File: src/rtl/sigma_delta_dac.sv
// sigma_delta_dac: signed PCM to 1-bit pulse-density stream with soft-start.
// Order 1 is a carry-out accumulator; order 2 uses two saturating integrators.
module sigma_delta_dac #(
  parameter int signalwidth = 16,
  parameter int order       = 1,
  parameter int rampshift   = 4
) (
  input  logic                   clk,
  input  logic                   reset_n,
  input  logic                   ena,
  input  logic [signalwidth-1:0] d,
  output logic                   q,
  output logic                   ready
);
  localparam int SW = signalwidth;
  localparam int PW = (rampshift > 0) ? rampshift : 1;
  localparam logic [SW-1:0] LVL_MIN = {1'b1, {(SW-1){1'b0}}};

  typedef enum logic {RAMP, RUN} state_e;

  state_e        state_q;
  logic [SW-1:0] level_q;
  logic [PW-1:0] presc_q;
  logic          tick;
  logic          q_d;

  assign tick = (rampshift == 0) || (presc_q == '1);

  always_ff @(posedge clk or negedge reset_n) begin
    if (!reset_n) begin
      state_q <= RAMP;
      ready   <= 1'b0;
      level_q <= LVL_MIN;
      presc_q <= '0;
    end else begin
      unique case (state_q)
        RAMP: begin
          presc_q <= presc_q + PW'(1);
          if (tick) begin
            if (level_q == '1) begin
              level_q <= '0;
              state_q <= RUN;
              ready   <= 1'b1;
            end else begin
              level_q <= level_q + SW'(1);
            end
          end
        end
        RUN: begin
          if (ena) level_q <= d;
        end
      endcase
    end
  end

  generate
    if (order == 1) begin : gen_o1
      logic [SW-1:0] acc_q;
      logic [SW:0]   sum;

      // Offset-binary view of level: MSB flipped.
      assign sum = {1'b0, acc_q}
                 + {1'b0, ~level_q[SW-1], level_q[SW-2:0]};
      assign q_d = sum[SW];

      always_ff @(posedge clk or negedge reset_n) begin
        if (!reset_n) acc_q <= '0;
        else          acc_q <= sum[SW-1:0];
      end
    end else begin : gen_o2
      localparam int W1 = SW + 2;
      localparam int W2 = SW + 4;
      localparam logic [W1:0] FB1 = {3'b000, 1'b1, {(SW-1){1'b0}}};
      localparam logic [W2:0] FB2 = {5'b00000, 1'b1, {(SW-1){1'b0}}};

      logic [W1-1:0] i1_q;
      logic [W1-1:0] i1n;
      logic [W2-1:0] i2_q;
      logic [W2-1:0] i2n;
      logic [W1:0]   x1;
      logic [W1:0]   fb1;
      logic [W1:0]   s1;
      logic [W2:0]   fb2;
      logic [W2:0]   s2;

      assign x1  = {{3{level_q[SW-1]}}, level_q};
      assign fb1 = q ? FB1 : -FB1;
      assign fb2 = q ? FB2 : -FB2;

      // One guard bit per sum; a guard/sign mismatch means clip.
      assign s1 = {i1_q[W1-1], i1_q} + x1 - fb1;

      always_comb begin
        i1n = s1[W1-1:0];
        if (s1[W1] != s1[W1-1])
          i1n = {s1[W1], {(W1-1){~s1[W1]}}};
      end

      assign s2 = {i2_q[W2-1], i2_q}
                + {{3{i1n[W1-1]}}, i1n} - fb2;

      always_comb begin
        i2n = s2[W2-1:0];
        if (s2[W2] != s2[W2-1])
          i2n = {s2[W2], {(W2-1){~s2[W2]}}};
      end

      assign q_d = ~i2n[W2-1];

      always_ff @(posedge clk or negedge reset_n) begin
        if (!reset_n) begin
          i1_q <= '0;
          i2_q <= '0;
        end else begin
          i1_q <= i1n;
          i2_q <= i2n;
        end
      end
    end
  endgenerate

  always_ff @(posedge clk or negedge reset_n) begin
    if (!reset_n) q <= 1'b0;
    else          q <= q_d;
  end

endmodule
File: config.mk
export PLATFORM = sky130hd
export DESIGN_NAME = sigma_delta_dac
export DESIGN_NICKNAME = d
export VERILOG_FILES = /design/src/rtl/sigma_delta_dac.sv
export SDC_FILE = /design/constraint.sdc
export NUM_CORES = 1
export LEC_CHECK = 0
export ABC_AREA = 1
export BUFFER_PORTS_ARGS = -buffer_cell sky130_fd_sc_hd__buf_2
export CORE_AREA = 2 2 72 74
export CTS_CLUSTER_SIZE = 20
export DETAILED_ROUTE_END_ITERATION = 10
export DIE_AREA = 0 0 74 76
export GPL_ROUTABILITY_DRIVEN = 0
export PLACE_DENSITY = 0.74
export SLEW_MARGIN = 5
export SYNTH_ARGS = -nofsm -noshare
export SYNTH_HDL_FRONTEND = slang
export SYNTH_SLANG_ARGS = --single-unit
File: constraint.sdc
create_clock -name clk -period 1.7 [get_ports clk]
set_input_delay 0.51 -clock clk [delete_from_list [all_inputs] [get_ports clk]]
set_output_delay 0.51 -clock clk [all_outputs]
set_load 0.01 [all_outputs]
== After elaboration in Yosys (flattened, before gate mapping) ==
Cells that the tools add are included.

* Register bits: 39
* Bits of input ports: 19
* Output and inout bits: 2

* $add $sub $neg: 3
* Equal/unequal tests: 4
* Multiplexer cells: 7
* Bitwise gates (word level): 2
* Reductions and logical operators: 2

{| class="wikitable"
|+ Operators by type and width
! operator !! number
|-
| two-way mux 16 bit || 3
|-
| one-hot mux 16 bit (2 select lines) || 1
|-
| adder 16 x 16 -> 17 bit || 1
|-
| adder 16 x 1 -> 16 bit, second input constant || 1
|-
| equality test 16 bit, second input constant || 1
|-
| adder 4 x 1 -> 4 bit, second input constant || 1
|-
| equality test 4 bit, second input constant || 1
|-
| inequality test 2 bit, second input constant || 2
|-
| two-way mux 1 bit || 3
|-
| AND reduction 3 bit || 1
|-
| NOT 1 bit || 2
|-
| AND reduction 2 bit || 1
|}

== Logic depth before layout (Yosys ltp) ==
Gate-level depths: netlist of the first run.

* Depth in word-level cells: 4
* Gate-level depth with buffers: 10
* Gate-level depth less buffers: 10

== Worst setup path after synthesis of the first run ==
Ideal clock, no wire load.

* Path type: flip-flop to flip-flop
* Start point: register level_q[0]
* End point: register gen_o1.acc_q[12]
* Setup time: 0.125 ns
* Data arrival time: 1.602 ns
* Data required time: 1.575 ns
* Setup slack: -0.026 ns
* Stages on the path, launching flop included: 9
* Buffers on the path: 0
* Clock period less this slack: 1.726 ns
* Path through: dfrtp_1 > ha_1 > fa_1 > nand2_1 > nand2_1 > and2_1 > nand3_1 > nand3_1 > xor2_1

* Cells in the longest elaborated chain, start to end: 1

{| class="wikitable"
|+ Ends and longest elaborated chain
! item !! line !! text
|-
| from (decl) || 22 || <nowiki>logic [SW-1:0] level_q;</nowiki>
|-
| from (signal assigned) || 45 || <nowiki>level_q <= level_q + SW'(1);</nowiki>
|-
| adder 16 x 16 -> 17 bit || 63 || <nowiki>+ {1'b0, ~level_q[SW-1], level_q[SW-2:0]};</nowiki>
|-
| via gen_o1.sum[12] || 59 || <nowiki>logic [SW:0] sum;</nowiki>
|-
| to (signal assigned) || 68 || <nowiki>else acc_q <= sum[SW-1:0];</nowiki>
|-
| to (decl) || 58 || <nowiki>logic [SW-1:0] acc_q;</nowiki>
|}

The timed path passes the listed nets, and every way through them passes these cells.
A chain may end at the register's enable or synchronous reset.

== Worst setup path after layout of the first run ==
* Start point: register level_q[11]
* End point: register q

* Cells in the longest elaborated chain, start to end: 1

{| class="wikitable"
|+ Ends and longest elaborated chain
! item !! line !! text
|-
| adder 16 x 16 -> 17 bit || 63 ||
|-
| via gen_o1.sum[16] || 59 ||
|-
| to (signal assigned) || 124 || <nowiki>else q <= q_d;</nowiki>
|-
| to (decl) || 12 || <nowiki>output logic q,</nowiki>
|}

The timed path passes the listed nets, and every way through them passes these cells.

==> impl_table.tex, run 1 <==
\begin{tabular}{lr}
\hline
Metric & Value \\
\hline
\multicolumn{2}{l}{\textbf{Outcome}} \\
\quad Run status & finished, final reports clean \\
\multicolumn{2}{l}{\textbf{Synthesis}} \\
\quad Synth Net Count & 371 \\
\quad Per-instance average area after synthesis & 7.68 um\^{}2 \\
\quad Number of unique standard cell types used by synthesis & 35 \\
\quad Total number of yosys warnings & 0 \\
\quad Post-synthesis cell count & around 330 \\
\quad Flop and latch count out of synthesis & 39 \\
\quad Synthesized area & 2560 um\^{}2 \\
\quad Register area share after synthesis & 0.382 \\
\multicolumn{2}{l}{\textbf{Worst setup path}} \\
\quad Classification of the worst setup path & flop to flop \\
\quad Sequence of cells on the critical path & ha\_1 -> a21oi\_1 -> o21a\_1 -> nand3\_2 -> nand2\_1 -> nand3\_1 \\
\quad Kind of cell adding the most delay to the critical path & compound AO/OA/AOI/OAI gates \\
\quad Register-to-Register Setup Slack & 0.06 ns \\
\quad Startpoint kind of the worst setup timing path & flop \\
\quad Maximum fanout encountered on the critical timing path & 5 \\
\quad Sum of buffers and inverters on the critical path & 0 \\
\quad Cell type of the slowest stage on the worst timing path & sky130\_fd\_sc\_hd\_\_dfrtp\_1 \\
\quad Arrival time worst endpoint & about 1.8 ns \\
\quad Critical path data required time & 1.87 ns \\
\quad Delay of the slowest cell on the worst path & 0.43 ns \\
\quad Capturing element type of the critical path & flop \\
\multicolumn{2}{l}{\textbf{Detailed routing}} \\
\quad Count of unresolved DRC violations after routing & 0 \\
\quad Drt first pass iters & 4 \\
\quad Number of nets still failing antenna checks after routing & 0 \\
\quad Count of routing violations after the opening detailed-route iteration & 113 \\
\quad Number of vias after detailed routing & 2433 \\
\quad Number of vias per cell after detailed routing & 5.39 \\
\quad Routed wirelength normalized by instance count & 13.5 um \\
\quad Total wire length & roughly 6100 um \\
\multicolumn{2}{l}{\textbf{Power and ir drop}} \\
\quad Clk pwr share & 0.420 \\
\quad Sequential share of power & 0.554 \\
\quad Static leakage & 1.53 nW \\
\quad Power density cells & 536 nW/um\^{}2 \\
\quad Sw Ratio & 0.213 \\
\quad Comb power frac & 0.026 \\
\quad VDD IR-drop max & 0.000269 V \\
\quad P\_sw & 0.357 mW \\
\quad Cell-internal power & approximately 1.3 mW \\
\quad Post-route total power & 1.67 mW \\
\multicolumn{2}{l}{\textbf{Floorplan}} \\
\quad Placement Rows & 26 \\
\quad Die height & about 76 um \\
\quad Die X-Extent & approximately 74 um \\
\quad Initial Utilization & 0.521 \\
\quad DIE AREA & 5620 um\^{}2 \\
\quad Boundary Pins & 21 \\
\quad Core area & 4910 um\^{}2 \\
\multicolumn{2}{l}{\textbf{Timing}} \\
\quad Final min period & 1.64 ns \\
\quad Clock skew & between 0.009 and 0.01 ns \\
\quad Aggregate negative setup slack & 0 ns \\
\quad FMAX & between 600 and 700 MHz \\
\quad Final count of hold timing violations & 0 \\
\quad Transition time of the tightest slew-check pin & 0.322 ns \\
\quad Final count of negative-setup-slack endpoints & 0 \\
\quad Total count of max-transition violations in the final report & 0 \\
\quad Unrepaired setup endpoints after global routing & true \\
\quad Setup slack after layout & 0.0596 ns \\
\quad Worst relative slew slack & 0.784 \\
\quad Worst slack on hold paths & about 0.17 ns \\
\quad Final Cycle Share & 0.965 \\
\multicolumn{2}{l}{\textbf{Clocking}} \\
\quad Clock tree root driver cell & sky130\_fd\_sc\_hd\_\_clkbuf\_8 \\
\quad H-tree depth & 2 \\
\quad Number of buffers created by CTS & 5 \\
\quad Clock transition at the registers of the reported paths & roughly 0.080 ns \\
\quad Clock sinks & 39 \\
\quad Hold-fix buffers, CTS & 0 \\
\quad Maximum buffer depth of the clock tree & 2 \\
\quad Clock tree from TritonCTS & built \\
\quad Clock latency on the worst-skew pair & 0.29 ns \\
\multicolumn{2}{l}{\textbf{GRT}} \\
\quad Number of global-route vias before repair & 2233 \\
\quad Global-route wire length before repair & 9880 um \\
\quad Initial antenna violation count & 0 \\
\quad Maximum number of pins on one net before global-route repair & 40 \\
\quad Global-route usage over all layers & 0.224 \\
\quad Overflow left after global routing & 0 \\
\multicolumn{2}{l}{\textbf{Placement}} \\
\quad Dpl cell area & $\sim$2900 um\^{}2 \\
\quad Placed wire-length estimate & 4590 um \\
\quad Placed cell count & around 440 \\
\quad IO Port Bufs & 20 \\
\quad Worst setup timing slack at the placement stage & -0.0599 ns \\
\multicolumn{2}{l}{\textbf{Cells and area}} \\
\quad Final standard cell count with taps included and fillers excluded & about 450 \\
\quad Antenna fix cells & 0 \\
\quad Count of nets after finishing & 418 \\
\quad Post-Route Utilization & 0.636 \\
\quad Non-Filler Cell Area, Final & 3120 um\^{}2 \\
\quad Number of fill cells in the layout & 436 \\
\quad Area added between synthesis and finish & 22.1\% \\
\quad Fraction of final layout cells with drive strength greater than 1 & 0.231 \\
\multicolumn{2}{l}{\textbf{Run}} \\
\quad Max-cap violations & 0 \\
\multicolumn{2}{l}{\textbf{Min path}} \\
\quad HP Class & primary input to async pin \\
\hline
\end{tabular}
[power by group through the flow]
stage / logic, mW / clock network [mW] / registers (mW)
2_1_floorplan: 0.000524 / 0 / 0.946
3_3_place_gp: 0.0453 / 0 / 0.945
5_1_grt: 0.0498 / 0.764 / 0.927
4_1_cts: 0.0453 / 0.716 / 0.927
3_5_place_dp: 0.0452 / 0 / 0.945
6_report: 0.0436 / 0.704 / 0.927
[kinds of logic after synthesis]
family,after synthesis,synth area share
compound gates,56,0.123
xor+xnor,17,0.0582
fa+ha+maj,19,0.0959
buf+inv,29,0.0460
flops,39,0.382
simple gates,173,0.295
[cells in the final DEF, fill, tap and decap left out, types with 2 or more instances in the layout]
cell type and n:
sky130_fd_sc_hd__nand2_1 84, sky130_fd_sc_hd__nor2_1 38, sky130_fd_sc_hd__dfrtp_1 38, sky130_fd_sc_hd__a21oi_1 25, sky130_fd_sc_hd__buf_4 22, sky130_fd_sc_hd__inv_1 20
sky130_fd_sc_hd__nand3_1 20, sky130_fd_sc_hd__buf_2 20, sky130_fd_sc_hd__o21ai_0 14, sky130_fd_sc_hd__xor2_1 12, sky130_fd_sc_hd__ha_1 12, sky130_fd_sc_hd__clkbuf_8 7
sky130_fd_sc_hd__nand2_2 5, sky130_fd_sc_hd__xnor2_1 5, sky130_fd_sc_hd__o21bai_1 5, sky130_fd_sc_hd__nor2_2 5, sky130_fd_sc_hd__inv_2 5, sky130_fd_sc_hd__nand4_1 5
sky130_fd_sc_hd__nand3_2 4, sky130_fd_sc_hd__a21oi_2 4, sky130_fd_sc_hd__ha_4 4, sky130_fd_sc_hd__nand3b_1 2, sky130_fd_sc_hd__nor3_1 2, sky130_fd_sc_hd__a22oi_1 2
sky130_fd_sc_hd__ha_2 2
[cell usage after synthesis, drive strengths merged]
cell type  instances  area share
o21bai             5       0.015
nand3b             2      0.0059
nand4              6       0.017
nand3             24       0.047
xor2              12       0.041
fa                 1      0.0078
a22oi              3       0.011
or2                3      0.0073
a31oi              1      0.0024
o22ai              1      0.0024
o21ai             14       0.027
o211ai             1      0.0029
a21oi             29       0.057
ha                18       0.088
xnor2              5       0.017
nand2             90        0.14
buf                2      0.0064
nor2              44       0.071
o31ai              1      0.0029
dfstp              1       0.010
nor3               2      0.0039
inv               25       0.037
clkbuf             2      0.0029
and2               2      0.0049
dfrtp             38        0.37
o21a               1      0.0029
[state kept, by name, summed over array words and instances, names as in the netlist]
| name | flops |
|---|---|
| state_q | 1 |
| presc_q | 4 |
| ready | 1 |
| level_q | 16 |
| q | 1 |
| gen_o1.acc_q | 16 |
[cell type report]
cell class,instances,area [um^2],share of cell area
repair buffers,44,297,0.0950
clock buffers,8,100,0.0321
flip-flops and latches,39,977,0.313
multi-input cells,265,1570,0.502
inverters,25,93.8,0.0300
well taps,70,87.6,0.0280
[layer usage]
metal | vias to the layer above | part of all wire | global-route usage
met5 | - | 0 | 0
met1 | 1154 | 0.45 | 0.302
met4 | 0 | 0.028 | 0.0945
met3 | 17 | 0.042 | 0.0344
met2 | 67 | 0.48 | 0.354
li1 | 1195 | - | -
[worst paths after layout]
check | to | from | depth (start not counted)
min in group clk | ready | ready | 2
worst max register to register | q | level_q[11] | 6
worst min-delay path | presc_q[2] | reset_n | 2
worst max-delay path | q | level_q[11] | 6
worst min register to register | ready | ready | 2
max in group asynchronous | level_q[15] | reset_n | 2
[what timing repair did]
action | in CTS | in global routing
setup buffers | 0 | 2
pin swaps | 0 | 3
endpoints found under the setup margin | 2 | 14
resized for setup | 3 | 17
No activity file was read; power rests on OpenSTA's default activity.
==> run 2: changes to the inputs <==
--- a/config.mk
+++ b/config.mk
@@ -8,3 +8,3 @@
 export ABC_AREA = 1
-export BUFFER_PORTS_ARGS = -buffer_cell sky130_fd_sc_hd__buf_2
+export BUFFER_PORTS_ARGS = -buffer_cell sky130_fd_sc_hd__buf_4
 export CORE_AREA = 2 2 72 74
--- a/constraint.sdc
+++ b/constraint.sdc
@@ -3,2 +3,2 @@
 set_output_delay 0.51 -clock clk [all_outputs]
-set_load 0.01 [all_outputs]
+set_load 0.05 [all_outputs]
==> run 2 against run 1 <==
Effect of this change: final cell count fell by 0.44%; die area did not move; maximum frequency fell by 0.22%; worst hold slack barely moved; count of clock-buffer cells in the layout fell by 2; first-iteration DRC count rose by 17%; power rose by 7.4%; sequential power barely moved; global-route usage rose by 0.057 points; sequential share of layout area fell by 0.66 points; clock power rose by 17%; clock skew rose by 0.0042 ns; largest power group unchanged.
==> impl_table.tex, run 2 (synthesis gave the netlist of run 1 again) <==
\begin{tabular}{lr}
\hline
Metric & Value \\
\hline
\multicolumn{2}{l}{\textbf{Worst setup path}} \\
\quad Classification of the worst setup path & flop to flop \\
\quad Cell type with the highest occurrence count on the critical path & sky130\_fd\_sc\_hd\_\_nand2\_1 \\
\quad Sequence of cells on the critical path & ha\_2 -> nand2\_1 -> o21ai\_0 -> nand2\_1 -> nand3\_4 -> xor2\_1 \\
\quad Capturing element type of the critical path & flop \\
\quad Delay of the slowest cell on the worst path & slightly above 0.4 ns \\
\quad Maximum fanout encountered on the critical timing path & 4 \\
\quad Critical path data required time & 1.92 ns \\
\quad Startpoint kind of the worst setup timing path & flop \\
\quad Arrival time worst endpoint & 1.86 ns \\
\quad Cell type of the slowest stage on the worst timing path & sky130\_fd\_sc\_hd\_\_dfrtp\_1 \\
\multicolumn{2}{l}{\textbf{Timing}} \\
\quad Clock skew & about 0.014 ns \\
\quad FMAX & 608 MHz \\
\quad Total count of max-transition violations in the final report & 0 \\
\quad Final Cycle Share & 0.967 \\
\quad Worst relative slew slack & 0.671 \\
\quad Transition time of the tightest slew-check pin & 0.494 ns \\
\quad Final count of hold timing violations & 0 \\
\quad Final count of negative-setup-slack endpoints & 0 \\
\quad Aggregate negative setup slack & 0 ns \\
\quad Worst slack on hold paths & 0.174 ns \\
\quad Final min period & 1.64 ns \\
\quad Unrepaired setup endpoints after global routing & true \\
\multicolumn{2}{l}{\textbf{GRT}} \\
\quad Global-route wire length before repair & $\sim$9900 um \\
\quad Global-route usage over all layers & 0.225 \\
\quad Initial antenna violation count & 0 \\
\quad Maximum number of pins on one net before global-route repair & 40 \\
\quad Overflow left after global routing & 0 \\
\quad Number of global-route vias before repair & around 2300 \\
\multicolumn{2}{l}{\textbf{Clocking}} \\
\quad Clock sinks & 39 \\
\quad H-tree depth & 2 \\
\quad Clock latency on the worst-skew pair & 0.30 ns \\
\quad Hold-fix buffers, CTS & 0 \\
\quad Clock transition at the registers of the reported paths & 0.08 ns \\
\quad Maximum buffer depth of the clock tree & 2 \\
\quad Clock tree root driver cell & sky130\_fd\_sc\_hd\_\_clkbuf\_8 \\
\quad Number of buffers created by CTS & 5 \\
\quad Clock tree from TritonCTS & built \\
\multicolumn{2}{l}{\textbf{Power and ir drop}} \\
\quad Post-route total power & 1.80 mW \\
\quad VDD IR-drop max & 0.000397 V \\
\quad Power density cells & 562 nW/um\^{}2 \\
\quad Static leakage & roughly 1.5 nW \\
\multicolumn{2}{l}{\textbf{Detailed routing}} \\
\quad Number of nets still failing antenna checks after routing & 0 \\
\quad Number of vias after detailed routing & 2346 \\
\quad Routed wirelength normalized by instance count & 13.2 um \\
\quad Drt first pass iters & 4 \\
\quad Total wire length & 5940 um \\
\quad Count of unresolved DRC violations after routing & 0 \\
\quad Number of vias per cell after detailed routing & between 5 and 6 \\
\quad Count of routing violations after the opening detailed-route iteration & about 130 \\
\multicolumn{2}{l}{\textbf{Outcome}} \\
\quad Run status & finished, final reports clean \\
\multicolumn{2}{l}{\textbf{Placement}} \\
\quad Placed wire-length estimate & 4460 um \\
\quad IO Port Bufs & 20 \\
\multicolumn{2}{l}{\textbf{Floorplan}} \\
\quad Die X-Extent & 74 um \\
\quad Placement Rows & 26 \\
\quad DIE AREA & 5620 um\^{}2 \\
\quad Boundary Pins & 21 \\
\quad Die height & $\sim$76 um \\
\quad Initial Utilization & 0.521 \\
\quad Core area & between 4000 and 5000 um\^{}2 \\
\multicolumn{2}{l}{\textbf{Cells and area}} \\
\quad Antenna fix cells & 0 \\
\quad Registers with the highest flip-flop counts & gen\_o1.acc\_q x16, level\_q x16, presc\_q x4 \\
\quad Commonest non-fill, non-tap cell in the layout & sky130\_fd\_sc\_hd\_\_nand2\_1 \\
\quad Area added between synthesis and finish & 25.0\% \\
\quad Count of nets after finishing & 416 \\
\quad Fraction of final layout cells with drive strength greater than 1 & 0.245 \\
\quad Commonest non-fill, non-tap cells in the layout & 83 x sky130\_fd\_sc\_hd\_\_nand2\_1, 41 x sky130\_fd\_sc\_hd\_\_buf\_4, 37 x sky130\_fd\_sc\_hd\_\_nor2\_1, 36 x sky130\_fd\_sc\_hd\_\_dfrtp\_1, 25 x sky130\_fd\_sc\_hd\_\_a21oi\_1 \\
\multicolumn{2}{l}{\textbf{Run}} \\
\quad Max-cap violations & 0 \\
\multicolumn{2}{l}{\textbf{Min path}} \\
\quad HP Class & primary input to async pin \\
\hline
\end{tabular}
run 2: cell types whose count changed in the layout (fill, tap and decap cells not counted), moves of 2 or more:
cell / previous run / this run
sky130_fd_sc_hd__buf_4: 22 / 41
sky130_fd_sc_hd__dfrtp_2: 0 / 2
sky130_fd_sc_hd__buf_2: 20 / 0
sky130_fd_sc_hd__nand3_4: 0 / 2
sky130_fd_sc_hd__dfrtp_1: 38 / 36
sky130_fd_sc_hd__nand2_2: 5 / 7
run 2: routing by layer:
metal / wire [um] / part of all wire / GRT usage
met1: 2640 / 0.44 / 0.292
met2: 2980 / 0.50 / 0.373
met3: 246 / 0.041 / 0.0410
met4: 66 / 0.011 / 0.0709
met5: 0 / 0 / 0
run 2: area by class of cell:
type | count | area, um^2
multi-input cells | 265 | 1600
clock buffers | 6 | 82.6
flip-flops and latches | 39 | 980
clock inverters | 2 | 35.0
fillers | 410 | 1710
well taps | 70 | 87.6
inverters | 25 | 93.8
repair buffers | 42 | 319
run 2: worst paths after layout:
check	startpoint	endpoint	slack (ns)	cells past startpoint
max	level_q[6]	gen_o1.acc_q[12]	0.06	6
min	reset_n	presc_q[0]	0.17	1
max reg2reg	level_q[6]	gen_o1.acc_q[12]	0.06	6
min reg2reg	ready	ready	0.48	2
max in group asynchronous	reset_n	level_q[9]	1.15	1
min in group clk	ready	ready	0.48	2
run 2: critical path: cells and delay by family (launching register included):
| kind | cells | cell delay (ns) |
|---|---|---|
| XOR/XNOR | 1 | 0.15 |
| AO/OA/AOI/OAI | 1 | 0.27 |
| flip-flops | 1 | 0.41 |
| adder cells (fa/ha/maj) | 1 | 0.38 |
| AND/OR/NAND/NOR | 3 | 0.35 |
run 2: stage by stage:
step	area, um^2	std cells	util	worst slack [ns]
after global routing	3200	449	0.651	-0.0848
after floorplan	2560	333	-	0.0238
after detailed placement	2930	440	0.597	-0.0253
after global placement	2930	440	0.597	-0.00636
after CTS	3060	448	0.622	0.0167
final	3200	449	0.651	0.0559
run 2: repair_timing:
item,4_1_cts,5_1_grt
buffers inserted,0,1
endpoints found under the hold margin,0,0
pin swaps,0,9
resized for setup,2,26
endpoints found under the setup margin,2,21
run 2: power breakdown:
group | internal [mW] | switching, mW | total, mW
clock network | 0.476 | 0.345 | 0.821
logic | 0.0260 | 0.0235 | 0.0494
registers | 0.927 | 0 | 0.927
total | 1.43 | 0.369 | 1.80
